### src/rtl/debounce_multi.sv
// debounce_multi: NCH independent active-low key debouncers sharing one sample tick.
// Optional auto-repeat of key_press is compiled in with DEBOUNCE_REPEAT_EN.
module debounce_multi #(
  parameter int NCH        = 4,
  parameter int STABLE_CNT = 2048
`ifdef DEBOUNCE_REPEAT_EN
  ,
  parameter int REPEAT_DLY = 50000,
  parameter int REPEAT_PER = 10000
`endif
) (
  input  logic           clk,
  input  logic           rst,
  input  logic           tick,
  input  logic [NCH-1:0] key,
  output logic [NCH-1:0] key_stable,
  output logic [NCH-1:0] key_press,
  output logic [NCH-1:0] key_release,
  output logic           any_pressed
);

  localparam int CNT_W = $clog2(STABLE_CNT + 1);
  localparam logic [CNT_W-1:0] CNT_MAX = CNT_W'(STABLE_CNT);

  logic [NCH-1:0]   sync1_q, sync2_q;
  logic [CNT_W-1:0] cnt_q [NCH];
  logic [CNT_W-1:0] cnt_d [NCH];
  logic [NCH-1:0]   stable_q, stable_d;
  logic [NCH-1:0]   press_q, press_d;
  logic [NCH-1:0]   release_q, release_d;
  logic             any_q, any_d;
  logic [NCH-1:0]   fall_evt, rise_evt;
  logic [NCH-1:0]   rpt_fire;

  // Any synchroniser disagreement restarts the count, even while tick is low.
  always_comb begin
    for (int i = 0; i < NCH; i++) begin
      cnt_d[i] = cnt_q[i];
      if (sync1_q[i] != sync2_q[i]) begin
        cnt_d[i] = '0;
      end else if (tick && (cnt_q[i] < CNT_MAX)) begin
        cnt_d[i] = cnt_q[i] + CNT_W'(1);
      end
    end
  end

  always_comb begin
    stable_d = stable_q;
    fall_evt = '0;
    rise_evt = '0;
    for (int i = 0; i < NCH; i++) begin
      if ((cnt_q[i] == CNT_MAX) && (sync2_q[i] != stable_q[i])) begin
        stable_d[i] = sync2_q[i];
        if (sync2_q[i]) begin
          rise_evt[i] = 1'b1;
        end else begin
          fall_evt[i] = 1'b1;
        end
      end
    end
  end

  always_comb begin
    press_d   = fall_evt | rpt_fire;
    release_d = rise_evt;
    any_d     = |(~stable_d);
  end

  always_ff @(posedge clk) begin
    if (!rst) begin
      sync1_q   <= '1;
      sync2_q   <= '1;
      stable_q  <= '1;
      press_q   <= '0;
      release_q <= '0;
      any_q     <= 1'b0;
      for (int i = 0; i < NCH; i++) begin
        cnt_q[i] <= '0;
      end
    end else begin
      sync1_q   <= key;
      sync2_q   <= sync1_q;
      stable_q  <= stable_d;
      press_q   <= press_d;
      release_q <= release_d;
      any_q     <= any_d;
      for (int i = 0; i < NCH; i++) begin
        cnt_q[i] <= cnt_d[i];
      end
    end
  end

`ifdef DEBOUNCE_REPEAT_EN
  localparam int RPT_MAX = (REPEAT_DLY > REPEAT_PER) ? REPEAT_DLY : REPEAT_PER;
  localparam int RPT_W   = $clog2(RPT_MAX + 1);

  logic [RPT_W-1:0] rpt_q [NCH];
  logic [RPT_W-1:0] rpt_d [NCH];
  logic [NCH-1:0]   rpt_first_q, rpt_first_d;
  logic [RPT_W-1:0] rpt_target;

  // The first repeat waits REPEAT_DLY ticks, later ones REPEAT_PER; a pending
  // release wins so press and release never coincide.
  always_comb begin
    rpt_first_d = rpt_first_q;
    rpt_fire    = '0;
    rpt_target  = '0;
    for (int i = 0; i < NCH; i++) begin
      rpt_d[i]   = rpt_q[i];
      rpt_target = rpt_first_q[i] ? RPT_W'(REPEAT_PER) : RPT_W'(REPEAT_DLY);
      if (stable_q[i] || rise_evt[i]) begin
        rpt_d[i]       = '0;
        rpt_first_d[i] = 1'b0;
      end else if (tick) begin
        if ((rpt_q[i] + RPT_W'(1)) == rpt_target) begin
          rpt_fire[i]    = 1'b1;
          rpt_d[i]       = '0;
          rpt_first_d[i] = 1'b1;
        end else begin
          rpt_d[i] = rpt_q[i] + RPT_W'(1);
        end
      end
    end
  end

  always_ff @(posedge clk) begin
    if (!rst) begin
      rpt_first_q <= '0;
      for (int i = 0; i < NCH; i++) begin
        rpt_q[i] <= '0;
      end
    end else begin
      rpt_first_q <= rpt_first_d;
      for (int i = 0; i < NCH; i++) begin
        rpt_q[i] <= rpt_d[i];
      end
    end
  end
`else
  assign rpt_fire = '0;
`endif

  assign key_stable  = stable_q;
  assign key_press   = press_q;
  assign key_release = release_q;
  assign any_pressed = any_q;

endmodule

### config.mk
export PLATFORM = sky130hd
export DESIGN_NAME = debounce_multi
export DESIGN_NICKNAME = d
export VERILOG_FILES = /design/src/rtl/debounce_multi.sv
export SDC_FILE = /design/constraint.sdc
export NUM_CORES = 1
export LEC_CHECK = 0
export CAP_MARGIN = 30
export CORE_MARGIN = 2
export CORE_UTILIZATION = 40
export DETAILED_ROUTE_END_ITERATION = 10
export GPL_TIMING_DRIVEN = 0
export RECOVER_POWER = 50
export SKIP_LAST_GASP = 1
export SLEW_MARGIN = 10
export SYNTH_ARGS = -nofsm -noshare
export SYNTH_HDL_FRONTEND = slang
export SYNTH_SLANG_ARGS = --single-unit
### constraint.sdc
create_clock -name clk -period 2.84 [get_ports clk]
set_clock_uncertainty 0.05 [all_clocks]
set_input_delay 0.568 -clock clk [delete_from_list [all_inputs] [get_ports clk]]
set_output_delay 0.568 -clock clk [all_outputs]
set_load 0.01 [all_outputs]
# Yosys cells after proc, flatten, opt, wreduce, memory -nomap -nowiden

Memory sizes are Yosys's and may differ from the RTL's.
Index checks and enable logic that the tools add are counted.

Flip-flop bits (word level): 21
Bits in writable memories: 48
Bits of input ports: 7
Memories kept: 1

Memories:

| name  | words | bits a word | read ports | clocked after Yosys merged registers in | write ports | RTL line | RTL |
|---|---|---|---|---|---|---|---|
| cnt_q | 4     | 12          | 4          | 0                                       | 4           | 26       | `logic [CNT_W-1:0] cnt_q [NCH];` |

Add/subtract/negate cells: 4
$lt $le $gt $ge: 4
Equality and inequality tests: 12
Multiplexer cells: 26
Bitwise gates (word level): 5
Reductions and logical operators: 13

Operators by type and width:

| cell                                                            | count |
|---|---|
| 12-bit 2-to-1 mux                                               | 12 |
| 12-bit by 1-bit adder with 12-bit output, second input constant | 4 |
| 12-bit == test, second input constant                           | 4 |
| 12-bit < comparator, second input constant                      | 4 |
| 1-bit 2-to-1 mux                                                | 14 |
| 1-bit logical AND                                               | 8 |
| 1-bit != test                                                   | 8 |
| 2-bit AND reduction                                             | 4 |
| 4-bit inverter                                                  | 1 |
| 1-bit OR                                                        | 4 |
| 4-bit OR reduction                                              | 1 |

# Longest topological paths before layout

An unclocked memory read counts as a cell.

Word-level depth: 6
Depth in mapped cells: 6
Gate-level depth less buffers: 6

# Least setup slack after synthesis

Ideal clock, no wire load.

Kind: reg2reg
Start: mem cnt_q[1][0] in the netlist's numbering
End: reg any_q (netlist: any_pressed)
Library setup time: 125 ps
Arrival time: 1,474 ps
Required time: 2,665 ps
Path slack: 1,191 ps
Stages on the path, launching flop included: 7
Buffers on the path: 0
Cells stage by stage: dfxtp_1 > inv_1 > ha_1 > nor4b_1 > nand3_1 > mux2i_1 > o41a_1

RTL lines:

| item                 | RTL line | RTL |
|---|---|---|
| start, declared      | 26       |  |
| end signal, assigned | 86       | `any_q <= any_d;` |
| end, declared        | 31       | `logic any_q, any_d;` |

==> impl_results.md <==
* Setup bufs post-CTS at 0
* Hold depth at 1
* Global-route usage over all layers at 14.1%
* Mapped Cells at approximately 320
* Seq/Total Area, Yosys at between 40% and 50%
* Routed vias/inst at just under 5
* Setup TNS at 0 ns
* # setup viols final at 0
* RR Startpoint: cnt_q[1][0]
* Number of max-cap violations at 0
* Peak supply drop at about 0.00022 V
* Starting Density at between 40 and 50%
* Leak at around 1.2 nW
* DP Worst Slack at 0.575 ns
* Clk_lat worst skew at about 0.34 ns
* Cell Area, Placed at approximately 0.0033 sq mm
* Hold buffer count at cts at 0
* Hold_sp: sync1_q[2]
* CTS tree: done
* Largest cells by area after synthesis: dfxtp_1 47%, xor2_1 6.8%, nor2_1 5.4%
* Port Buf Inserts at 19
* Via count at 2222
* Final period utilization at between 80% and 90%
* Worst-Margin Slew at approximately 0.52 ns
* I/O pins at 20
* Final instance area at 0.00343 sq mm
* Final core occ at a little under half
* Tmin final at 2.28 ns
* Routed WL per cell at 11.8 um
* Clock root cell: clkbuf_8
* Synthesized Nets at approximately 340
* Slew Limit Fails at 0
* Core area at 0.00718 sq mm
* RSZ-0062 raised after global routing: false
* Post-route ant nets at 0
* Min-delay worst type: reg -> reg
* P&R area growth vs syn at 16.5%
* Die ar. at between 0.008 and 0.009 sq mm
* Synth area leader: dfxtp_1
* Largest net degree at the start of global routing at 11
* Maximum root-to-sink buffer count at 2
* Total CTS buffers at 9
* Slew Limit Headroom at between 60% and 70%
* Total grt overflow at 0
* Critical Path End Type: flop
* Async SR Flop Fraction at 0%
* First-pass iteration count of the detailed router at 4
* H-tree levels at 3
* Worst-path maximum fanout at 10
* Clock Pin Slew Worst Setup and Hold Paths at 0.06 ns
* Crit Path Class: in -> reg
* Worst Hold Margin at roughly 0.4 ns
* Peak Freq at around 440 MHz
* Status: completed
* Startpoint Class: input port
* Most frequent cells in the layout: 69 x dfxtp_1, 42 x nor2_1, 25 x nand2_1
* Ys flop type: dfxtp_1
* Clock Sink Count at a little under 70
* DP HPWL at between 3000 and 4000 um
* Commonest non-fill, non-tap cell in the layout: dfxtp_1
* Share of cells above drive strength 1 at 4.78%
* DRC at 0
* Post-CTS sizing at 0
* Final Hold Fails at 0
* Die height at about 90 um
* Number of global-route vias before repair at ~2100
* Yosys cell types at 35
* Synth Warn # at 0
* Worst Path Required at slightly above 3 ns
* # rows at 31
* Initial drt markers at 47
* Arrival @ worst endpoint at around 2.5 ns
* Synth top area share at about 47%
* Cell Pwr Density at roughly 530 mW/mm^2
* Final #Nets at ~370
* Number of flops mapped to enable cells by yosys at 0
* R2R depth at 6
* Yosys reg bits at 69
* Post-route setup slack at 0.562 ns
* Ant diodes at 0
* First-pass GRT wire length at around 9000 um
* Initial antenna violation count at 0
* Synthesized cell area at about 0.003 sq mm
* Final wirelength at between 5000 and 6000 um
* RePlAce Congestion at between 0.7 and 0.8
* Syn_area_per_cell at about 9.1 sq um
* CP startpoint: tick
* Die Wd at between 80 and 90 um
## flip-flops by register name (all words and copies together), names as in the netlist
name and count:
key_release 4, any_pressed 1, sync2_q 4, key_stable 4
cnt_q 48, sync1_q 4, key_press 4
## synth_stat cells (2+ instances only)
library cell,number
dfxtp_1,69
nor2_1,42
nand2_1,25
xor2_1,23
nand3_1,16
a21oi_1,14
xnor2_1,14
inv_1,13
nand4_1,12
or3_1,10
ha_1,8
nand2b_1,8
nor3_1,8
nor3b_1,8
nor4b_1,8
o21ai_0,7
clkbuf_1,6
and4b_1,4
mux2i_1,4
and4_1,3
or2_1,3
and2b_1,2
nand3b_1,2
nor2b_1,2
## logic make-up after synthesis
family,after synthesis,synth area share (%)
buffers and inverters,21,2.85
AO/OA/AOI/OAI,23,4.30
adder cells (fa/ha/maj),8,3.40
XOR/XNOR,37,11.0
multiplexers,4,1.36
flip-flops,69,47.0
AND/OR/NAND/NOR,160,30.1
## power by group
group          leakage (nW)  internal, W  switching [W]
clock                0.0926     0.000384       0.000348
sequential            0.559     0.000981      0.0000127
combinational         0.553    0.0000361      0.0000481
total                  1.20      0.00140       0.000409
## per-stage QoR
stage | total power [W] | std cells
after detailed placement | 0.00110 | 440
after global placement | 0.00110 | 440
after CTS | 0.00183 | 455
final | 0.00181 | 455
after floorplan | 0.00107 | 322
after global routing | 0.00188 | 455
## metal layers
layer | vias to the layer above | wire (um) | global-route usage (%)
met1 | 1020 | 2620 | 17.5
met3 | 11 | 159 | 3.02
met5 | - | 0 | 0
met4 | 0 | 131 | 8.08
met2 | 30 | 2470 | 22.7
li1 | 1161 | - | -
## worst max-delay path, cell delays in order
cell	delay (ns)
dlygate4sd3_1	0.55
clkbuf_1	0.39
nand3b_1	0.19
or2_0	0.32
or3_1	0.34
a21oi_1	0.15
## area by class of cell
cell class | count | area (sq um)
clock buffers | 14 | 173
fillers | 712 | 3750
multi-input cells | 232 | 1480
inverters | 13 | 48.8
repair buffers | 19 | 190
well taps | 99 | 124
flip-flops and latches | 69 | 1380
plain buffers | 8 | 30.0
clock inverters | 1 | 5.00
## path summary, 6_finish.rpt
check	slack [ns]	to
setup / recovery	0.56	cnt_q[1][11]
hold / removal	0.41	sync2_q[2]
setup reg to reg	0.88	any_pressed
hold reg to reg	0.41	sync2_q[2]
Power figures use the tool's default switching activity.
